===== src/rtl/mem_arb_pkg.sv =====
// Shared defaults, FSM encoding and ticket sizing
// for the N-channel memory arbiter.
package mem_arb_pkg;

  localparam int N_CH_DEF      = 3;
  localparam int AW_DEF        = 64;
  localparam int DW_DEF        = 64;
  localparam int REQ_DEPTH_DEF = 4;
  localparam int MAX_OUTST_DEF = 32;
  localparam int WR_RESP_DEF   = 1;

  typedef enum logic {
    S_IDLE,
    S_ISSUE
  } issue_state_t;

  function automatic int tkt_w(input int n);
    return (n > 1) ? $clog2(n) : 1;
  endfunction

endpackage


===== src/rtl/mem_arbiter_nch_fifo.sv =====
// Small synchronous FIFO with registered flags
// and first-word-fall-through output.
module arb_fifo #(
  parameter int W     = 8,
  parameter int DEPTH = 4
) (
  input  logic         clk,
  input  logic         rst,
  input  logic         push,
  input  logic [W-1:0] din,
  input  logic         pop,
  output logic [W-1:0] dout,
  output logic         empty,
  output logic         full
);

  localparam int PW = $clog2(DEPTH);
  localparam logic [PW:0] FULL_C = (PW+1)'(DEPTH);

  logic [W-1:0]  mem [DEPTH];
  logic [PW-1:0] wp;
  logic [PW-1:0] rp;
  logic [PW:0]   cnt;
  logic [PW:0]   cnt_nxt;
  logic          do_push;
  logic          do_pop;

  assign do_push = push && !full;
  assign do_pop  = pop && !empty;
  assign dout    = mem[rp];

  always_comb begin
    cnt_nxt = cnt + (PW+1)'(do_push)
                  - (PW+1)'(do_pop);
  end

  always_ff @(posedge clk) begin
    if (do_push) mem[wp] <= din;
  end

  always_ff @(posedge clk or posedge rst) begin
    if (rst) begin
      wp    <= '0;
      rp    <= '0;
      cnt   <= '0;
      empty <= 1'b1;
      full  <= 1'b0;
    end else begin
      if (do_push) wp <= wp + 1'b1;
      if (do_pop)  rp <= rp + 1'b1;
      cnt   <= cnt_nxt;
      empty <= (cnt_nxt == '0);
      full  <= (cnt_nxt == FULL_C);
    end
  end

endmodule


===== src/rtl/mem_arbiter_nch.sv =====
// Round-robin arbiter of N client channels onto
// one in-order memory port, with response routing.
module mem_arbiter_nch
  import mem_arb_pkg::*;
#(
  parameter int N_CH      = N_CH_DEF,
  parameter int AW        = AW_DEF,
  parameter int DW        = DW_DEF,
  parameter int REQ_DEPTH = REQ_DEPTH_DEF,
  parameter int MAX_OUTST = MAX_OUTST_DEF,
  parameter int WR_RESP   = WR_RESP_DEF
) (
  input  logic             clk,
  input  logic             rst,
  input  logic [N_CH-1:0]  req,
  input  logic [N_CH-1:0]  we,
  input  logic [N_CH*AW-1:0] addr,
  input  logic [N_CH*DW-1:0] wdata,
  output logic [N_CH-1:0]  gnt,
  output logic [N_CH-1:0]  valid,
  output logic [N_CH*DW-1:0] rdata,
  output logic             mem_req,
  input  logic             mem_ready,
  output logic             mem_we,
  output logic [AW-1:0]    mem_addr,
  output logic [DW-1:0]    mem_wdata,
  input  logic             mem_valid,
  input  logic [DW-1:0]    mem_rdata,
  output logic             resp_err
);

  localparam int TW = tkt_w(N_CH);
  localparam int EW = 1 + AW + DW;
  localparam int OW = $clog2(MAX_OUTST) + 1;
  localparam logic [OW:0] MAX_C = (OW+1)'(MAX_OUTST);
  localparam bit  WR_TKT = (WR_RESP != 0);

  logic [EW-1:0]   ch_dout [N_CH];
  logic [N_CH-1:0] ch_empty;
  logic [N_CH-1:0] ch_full;
  logic [N_CH-1:0] ch_push;
  logic [N_CH-1:0] ch_pop;

  issue_state_t state, state_nxt;
  logic [TW-1:0] rr_ptr, rr_nxt;
  logic [TW-1:0] winner;
  logic [TW-1:0] mem_id;
  logic [EW-1:0] win_ent;
  logic          found;
  logic          win;
  logic          slot_ok;
  logic          infl;
  logic [OW:0]   occ;

  logic [TW-1:0] tkt_id;
  logic          tkt_empty;
  logic          tkt_full;
  logic          tkt_push;
  logic          tkt_pop;
  logic          hs;
  logic [OW-1:0] outst_cnt;

  assign gnt     = ~ch_full;
  assign ch_push = req & ~ch_full;

  for (genvar gi = 0; gi < N_CH; gi++) begin : g_ch
    arb_fifo #(
      .W    (EW),
      .DEPTH(REQ_DEPTH)
    ) u_fifo (
      .clk  (clk),
      .rst  (rst),
      .push (ch_push[gi]),
      .din  ({we[gi],
              addr[gi*AW +: AW],
              wdata[gi*DW +: DW]}),
      .pop  (ch_pop[gi]),
      .dout (ch_dout[gi]),
      .empty(ch_empty[gi]),
      .full (ch_full[gi])
    );
  end

  // Rotating priority: first pass from rr_ptr up, then wrap.
  always_comb begin
    found  = 1'b0;
    winner = '0;
    for (int i = 0; i < N_CH; i++) begin
      if (!found && !ch_empty[i] &&
          TW'(i) >= rr_ptr) begin
        found  = 1'b1;
        winner = TW'(i);
      end
    end
    for (int i = 0; i < N_CH; i++) begin
      if (!found && !ch_empty[i]) begin
        found  = 1'b1;
        winner = TW'(i);
      end
    end
  end

  assign rr_nxt = (winner == TW'(N_CH-1))
                ? '0 : winner + 1'b1;

  assign hs      = mem_req && mem_ready;
  assign infl    = mem_req && (!mem_we || WR_TKT);
  assign tkt_pop = mem_valid && !tkt_empty;
  assign tkt_push = hs && (!mem_we || WR_TKT)
                 && !tkt_full;

  // The held request already owns a ticket slot.
  assign occ     = {1'b0, outst_cnt} + (OW+1)'(infl);
  assign slot_ok = (occ < MAX_C) || tkt_pop;

  assign win = found && slot_ok &&
               (state == S_IDLE || mem_ready);

  always_comb begin
    ch_pop  = '0;
    win_ent = '0;
    for (int i = 0; i < N_CH; i++) begin
      ch_pop[i] = win && (winner == TW'(i));
      if (winner == TW'(i)) win_ent = ch_dout[i];
    end
  end

  always_comb begin
    state_nxt = state;
    if (win)
      state_nxt = S_ISSUE;
    else if (state == S_ISSUE && mem_ready)
      state_nxt = S_IDLE;
  end

  assign mem_req = (state == S_ISSUE);

  always_ff @(posedge clk or posedge rst) begin
    if (rst) begin
      state     <= S_IDLE;
      rr_ptr    <= '0;
      mem_we    <= 1'b0;
      mem_addr  <= '0;
      mem_wdata <= '0;
      mem_id    <= '0;
    end else begin
      state <= state_nxt;
      if (win) begin
        rr_ptr    <= rr_nxt;
        mem_we    <= win_ent[EW-1];
        mem_addr  <= win_ent[AW+DW-1:DW];
        mem_wdata <= win_ent[DW-1:0];
        mem_id    <= winner;
      end
    end
  end

  arb_fifo #(
    .W    (TW),
    .DEPTH(MAX_OUTST)
  ) u_tkt (
    .clk  (clk),
    .rst  (rst),
    .push (tkt_push),
    .din  (mem_id),
    .pop  (tkt_pop),
    .dout (tkt_id),
    .empty(tkt_empty),
    .full (tkt_full)
  );

  always_ff @(posedge clk or posedge rst) begin
    if (rst) begin
      outst_cnt <= '0;
      resp_err  <= 1'b0;
    end else begin
      unique case ({tkt_push, tkt_pop})
        2'b10:   outst_cnt <= outst_cnt + 1'b1;
        2'b01:   outst_cnt <= outst_cnt - 1'b1;
        default: outst_cnt <= outst_cnt;
      endcase
      if (mem_valid && tkt_empty) resp_err <= 1'b1;
    end
  end

  always_comb begin
    valid = '0;
    rdata = '0;
    for (int i = 0; i < N_CH; i++) begin
      valid[i] = tkt_pop && (tkt_id == TW'(i));
      if (valid[i]) rdata[i*DW +: DW] = mem_rdata;
    end
  end

endmodule


===== config.mk =====
export PLATFORM = sky130hd
export DESIGN_NAME = mem_arbiter_nch
export DESIGN_NICKNAME = d
export VERILOG_FILES = /design/src/rtl/mem_arb_pkg.sv /design/src/rtl/mem_arbiter_nch_fifo.sv /design/src/rtl/mem_arbiter_nch.sv
export SDC_FILE = /design/constraint.sdc
export NUM_CORES = 2
export LEC_CHECK = 0
export ABC_AREA = 1
export BUFFER_PORTS_ARGS = -buffer_cell sky130_fd_sc_hd__buf_2
export CAP_MARGIN = 25
export CORE_ASPECT_RATIO = 0.75
export CORE_MARGIN = 1
export CORE_UTILIZATION = 30
export CTS_CLUSTER_SIZE = 28
export DETAILED_ROUTE_END_ITERATION = 7
export PLACE_DENSITY = 0.58
export SLEW_MARGIN = 20
export SYNTH_ARGS = -nofsm -noshare
export SYNTH_HDL_FRONTEND = slang
export SYNTH_SLANG_ARGS = --single-unit

===== constraint.sdc =====
create_clock -name clk -period 7.7 [get_ports clk]
set_input_delay 1.155 -clock clk [delete_from_list [all_inputs] [get_ports clk]]
set_output_delay 1.155 -clock clk [all_outputs]
set_load 0.02 [all_outputs]

**Word-level counts from Yosys, hierarchy flattened**

Memory sizes are Yosys's and may differ from the RTL's.
Cells that the tools add are included.
Widths: inputs -> output; s select.

- Register bits after elaboration: 186
- RAM bits: 1612
- Bits of input ports: 458
- Output and inout bits: 329
- Word-level logic and storage cells: 149
- Memories kept: 4

- Add/subtract/negate cells: 20
- $lt $le $gt $ge: 4
- Equality and inequality tests: 10
- Muxes and demuxes: 29
- Bitwise gates (word level): 3
- Reduce and logical (&&, ||, !) cells: 51

Memories:

| memory | words | bits a word | rd ports | clocked after Yosys merged registers in | write ports | RTL line | RTL |
|---|---|---|---|---|---|---|---|
| g_ch[0].u_fifo.mem | 4 | 129 | 1 | 0 | 1 | mem_arbiter_nch_fifo.sv:20 | `logic [W-1:0] mem [DEPTH];` |
| g_ch[1].u_fifo.mem | 4 | 129 | 1 | 0 | 1 | mem_arbiter_nch_fifo.sv:20 |  |
| g_ch[2].u_fifo.mem | 4 | 129 | 1 | 0 | 1 | mem_arbiter_nch_fifo.sv:20 |  |
| u_tkt.mem | 32 | 2 | 1 | 0 | 1 | mem_arbiter_nch_fifo.sv:20 |  |

Operators with widths:

| cell | number |
|---|---|
| $mux 129 | 3 |
| $mux 64 | 3 |
| $logic_and 1x1->1 | 28 |
| $mux 1 | 17 |
| $add 2x1->2 const B | 7 |
| $logic_not 1->1 | 13 |
| $pmux 6 s2 | 1 |
| $add 5x1->5 const B | 2 |
| $mux 2 | 5 |
| $add 3x1->3 | 3 |
| $eq 3x3->1 const B | 3 |
| $logic_not 3->1 | 3 |
| $sub 3x1->3 | 3 |
| $add 6x1->7 | 1 |
| $lt 7x6->1 const B | 1 |
| $add 6x1->6 | 1 |
| $add 6x1->6 const B | 1 |
| $eq 2x1->1 const B | 3 |
| $eq 2x2->1 const B | 3 |
| $eq 6x6->1 const B | 1 |
| $logic_not 6->1 | 1 |
| $sub 6x1->6 | 1 |
| $sub 6x1->6 const B | 1 |
| $ge 1x2->1 const A | 2 |
| 7 further kinds | 10 |

**Longest topological paths before layout**

- Word-level depth: 26
- Gate-level depth with buffers: 17

**Modules after synthesis**

Synthesis repeated with hierarchy kept, for this count alone.

- Cells, all modules: 6307
- Area total of the unflattened synthesis: 73071.3 µm²

Modules (own cells, without submodules):

| module | instances | cells an instance | area an instance (µm²) | seq. area each (µm²) |
|---|---|---|---|---|
| arb_fifo at g_ch[0].u_fifo ... | 3 | 1428 | 19872.8 | 15721.3 |
| mem_arbiter_nch | 1 | 1627 | 9572.9 | 3528.4 |
| arb_fifo at u_tkt | 1 | 396 | 3880.0 | 2373.5 |

**Worst setup path after synthesis**

Ideal clock, no wire load.

- Kind: input port to flip-flop
- Start: input req[0]
- End: memory g_ch[0].u_fifo.mem[0][0] (netlist name) (enable)
- Setup time: 0.619 ns
- Data arrival time: 6.661 ns
- Slack: 0.419 ns
- Stages: 2
- Buffers on the path: 0
- Cells stage by stage: nand2_1 > nor2_1

- Cells in the longest elaborated chain, start to end: 4

Ends and longest elaborated chain:

| what | RTL line | RTL |
|---|---|---|
| from (decl) | mem_arbiter_nch.sv:15 | `input logic [N_CH-1:0] req,` |
| $and 3x3->3 | mem_arbiter_nch.sv:64 | `assign ch_push = req & ~ch_full;` |
| $logic_and 1x1->1 | mem_arbiter_nch_fifo.sv:28 | `assign do_push = push && !full;` |
| $mux 1 | mem_arbiter_nch_fifo.sv:38 | `if (do_push) mem[wp] <= din;` |
| $mux 1 (not written as such) | mem_arbiter_nch_fifo.sv:38 |  |
| to (decl) | mem_arbiter_nch_fifo.sv:20 |  |

No other way between the ends.

**Worst setup path after layout**

- Start: register u_tkt.rp[0]
- End: output rdata[54]

- Cells in the longest elaborated chain, start to end: 4

Ends and longest elaborated chain:

| what | RTL line | RTL |
|---|---|---|
| from (decl) | mem_arbiter_nch_fifo.sv:22 | `logic [PW-1:0] rp;` |
| from (signal assigned) | mem_arbiter_nch_fifo.sv:50 | `if (do_pop) rp <= rp + 1'b1;` |
| $mem_v2 32x2 | - |  |
| $logic_not 2->1 | mem_arbiter_nch.sv:190 | `valid[i] = tkt_pop && (tkt_id == TW'(i));` |
| $logic_and 1x1->1 | mem_arbiter_nch.sv:190 |  |
| $mux 64 | mem_arbiter_nch.sv:191 | `if (valid[i]) rdata[i*DW +: DW] = mem_rdata;` |
| to (decl) | mem_arbiter_nch.sv:21 | `output logic [N_CH*DW-1:0] rdata,` |

No other way between the ends.

==> impl_metrics.ini <==
[logic_synthesis]
async_reset_ff_share_pct = 10.34
synth_flop_cell = edfxtp_1
synth_seq_cells = 1798
synth_cell_type_count = 38
synth_cells = 5819
ys_warn_count = 0
syn_nets = 6316
synth_edf_count = 1612
ys_seq_area_share_pct = 73.20
syn_avg_cell_area_sq_um = 12.46
syn_area_sq_mm = 0.07250

[global_route]
grt_max_degree = 163
overflow = 0
first_global_vias = 45560
antenna_found_initial = 196
grt_use_total_pct = 18.82
grt_pass1_wl_microns = 332500

[cts]
path_clk_slew_ns = 0.06
ctsHoldBuffers = 0
cts_tree = built
numCtsBuffers = 187
htree_num_levels = 4
cts_buffer_depth = 4
post-cts-setup-buffers = 0
clock_latency_ns = 0.85
cts.sinks = 1798
cts_resized = 0
cts-root-buf = clkbuf_16

[floorplanning]
num_rows = 155
die_area_sq_mm = 0.2436
die_w_microns = 569.6
initial_core_util_pct = 30.32
coreArea_sq_mm = 0.2391
pin_count = 787
die-height_microns = 427.7

[sta]
timing.final.crit_share_pct = 66.87
rsz0062_at_grt = no
clock.fmax_ghz = 0.1942
skew_ns = 0.07608
final.setup.tns_ns = 0
slew_headroom_pct = 19.60
hold_slack_ns = 0.4008
setup_slack_ns = 2.551
hold_violations = 0
tightestPinTransition_ns = 1.206
slew_viol_final = 0
finalWorstPathRequiredPeriod_ns = 5.149
finalSetupViolCount = 0

[pwr]
p_total_mw = 37.21
ir_drop_mv = 0.3696
p_leak_nw = 31.41
p_per_area_mw_per_mm2 = 434.0

[setup_path]
crit_arrival_ns = 3.99
worstPathRequired_ns = 6.55
regToRegStartpoint = g_ch[0].u_fifo.empty$_DFF_PP1_
end_kind = output port
reg2reg_depth = 16
critPathMaxFanout = 65
start_kind = flip-flop
r2r_slack_ns = 3.49
path_class = flip-flop to output port
r2r-end = g_ch[0].u_fifo.full$_DFF_PP0_

[placement]
dp_hpwl_microns = 156700
post-place-ws_ns = 2.790
place_area_sq_mm = 0.07953
place.gp.congestion = 0.8413
port_buffers = 786

[routing]
vias = 48910
via_per_inst = 4.951
post_drt_wl_per_cell_microns = 24.14
drt_iter0_drc = 4518
route.detailed.drc = 0
firstDrtPassIters = 5
drt_wl_total_microns = 238500
antenna_left = 0

[layout]
area_growth_pct = 18.28
final_common_cell = edfxtp_1
mostFrequentLayoutCells = edfxtp_1, nand2_1, buf_2
nets = 6972
final_area_sq_mm = 0.08575
drive_gt1_share_pct = 19.96

[job]
cap_violations = 0

[outcome]
status = finished, final reports clean

[worst_hold_path]
hold_class = input pin to asynchronous set/reset pin
## power by group
| part | switching [mW] | internal, mW |
|---|---|---|
| combinational | 10.6 | 3.74 |
| clock | 3.79 | 5.23 |
| sequential | 0.925 | 12.9 |
## how the worst max path moves through the flow
| stage | from | endpoint | cells past startpoint |
|---|---|---|---|
| finish | u_tkt.rp[0]$_DFFE_PP0P_ | rdata[54] | 11 |
| global route | u_tkt.rp[0]$_DFFE_PP0P_ | rdata[55] | 11 |
| CTS | u_tkt.rp[0]$_DFFE_PP0P_ | rdata[58] | 11 |
| detailed placement | mem_valid | g_ch[0].u_fifo.full$_DFF_PP0_ | 16 |
| global placement | mem_valid | g_ch[0].u_fifo.full$_DFF_PP0_ | 16 |
| floorplan | req[0] | g_ch[0].u_fifo.mem[0][0]$_DFFE_PP_ | 2 |
## cells by family after synthesis
group,Yosys count,share of synthesized area [%]
and+or+nand+nor,2110,12.56
DFF,1798,73.20
adders and majority gates,39,0.7249
buffers and inverters,593,3.500
AOI/OAI and AO/OA,1249,9.656
xor gates and xnor gates,30,0.3624
## worst max-delay path, stage by stage, from the launching register on
cell     delay (ns)
dfrtp_1        0.58
buf_16         0.26
inv_2          0.36
nand2_1        0.13
nand3_1        0.10
a21oi_1        0.08
nor2_1         0.09
nand2_1        0.10
nand2_4        0.18
nand3_4        0.68
nor2_1         0.34
buf_2          0.21
## cell usage after synthesis (6+ instances only)
library cell	count	area share, %
dfrtp_1	182	6.3
ha_1	34	0.59
nor2_1	750	3.9
buf_6	19	0.30
a32o_1	68	0.94
buf_1	30	0.16
nor3_2	103	1.4
a21oi_1	174	1.2
inv_2	6	0.031
nand3b_1	28	0.29
inv_1	199	1.0
o21ai_0	675	4.7
xnor2_1	11	0.13
nor2_2	31	0.27
xor2_1	19	0.23
o21ai_1	11	0.076
buf_4	22	0.23
nor3_1	34	0.23
nand3_1	162	1.1
edfxtp_1	1612	67
buf_2	69	0.48
clkbuf_1	245	1.3
o22ai_1	315	2.7
or2_2	23	0.20
nand2_1	966	5.0
## layout make-up
type | count | area [sq um]
flip-flops and latches | 1798 | 53090
inverters | 208 | 820.8
clock buffers | 239 | 5047
fillers | 23270 | 153400
multi-input cells | 3428 | 17080
clock inverters | 92 | 985.9
well taps | 3218 | 4026
diodes | 42 | 105.1
repair buffers | 852 | 4597
## per-layer routing
metal,wire [microns],track usage (%)
met2,115200,31.59
met1,96090,24.04
met4,6241,4.716
met5,678,0
met3,20250,5.141
## through the flow
step / utilization [%] / cells
6_report: 35.86 / 9877
5_1_grt: 35.83 / 9848
4_1_cts: 35.78 / 9832
3_5_place_dp: 33.26 / 9501
3_3_place_gp: 33.25 / 9500
2_1_floorplan: - / 5819
## sequential cells by signal, indices dropped and copies added, names as in the netlist
name	count
u_tkt.full	1
g_ch.u_fifo.cnt	9
u_tkt.cnt	6
mem_we	1
u_tkt.empty	1
mem_req	1
rr_ptr	2
mem_addr	64
g_ch.u_fifo.wp	6
u_tkt.rp	5
mem_id	2
g_ch.u_fifo.mem	1548
outst_cnt	6
u_tkt.mem	64
g_ch.u_fifo.full	3
u_tkt.wp	5
resp_err	1
g_ch.u_fifo.empty	3
g_ch.u_fifo.rp	6
mem_wdata	64
No activity file was read; power rests on OpenSTA's default activity.
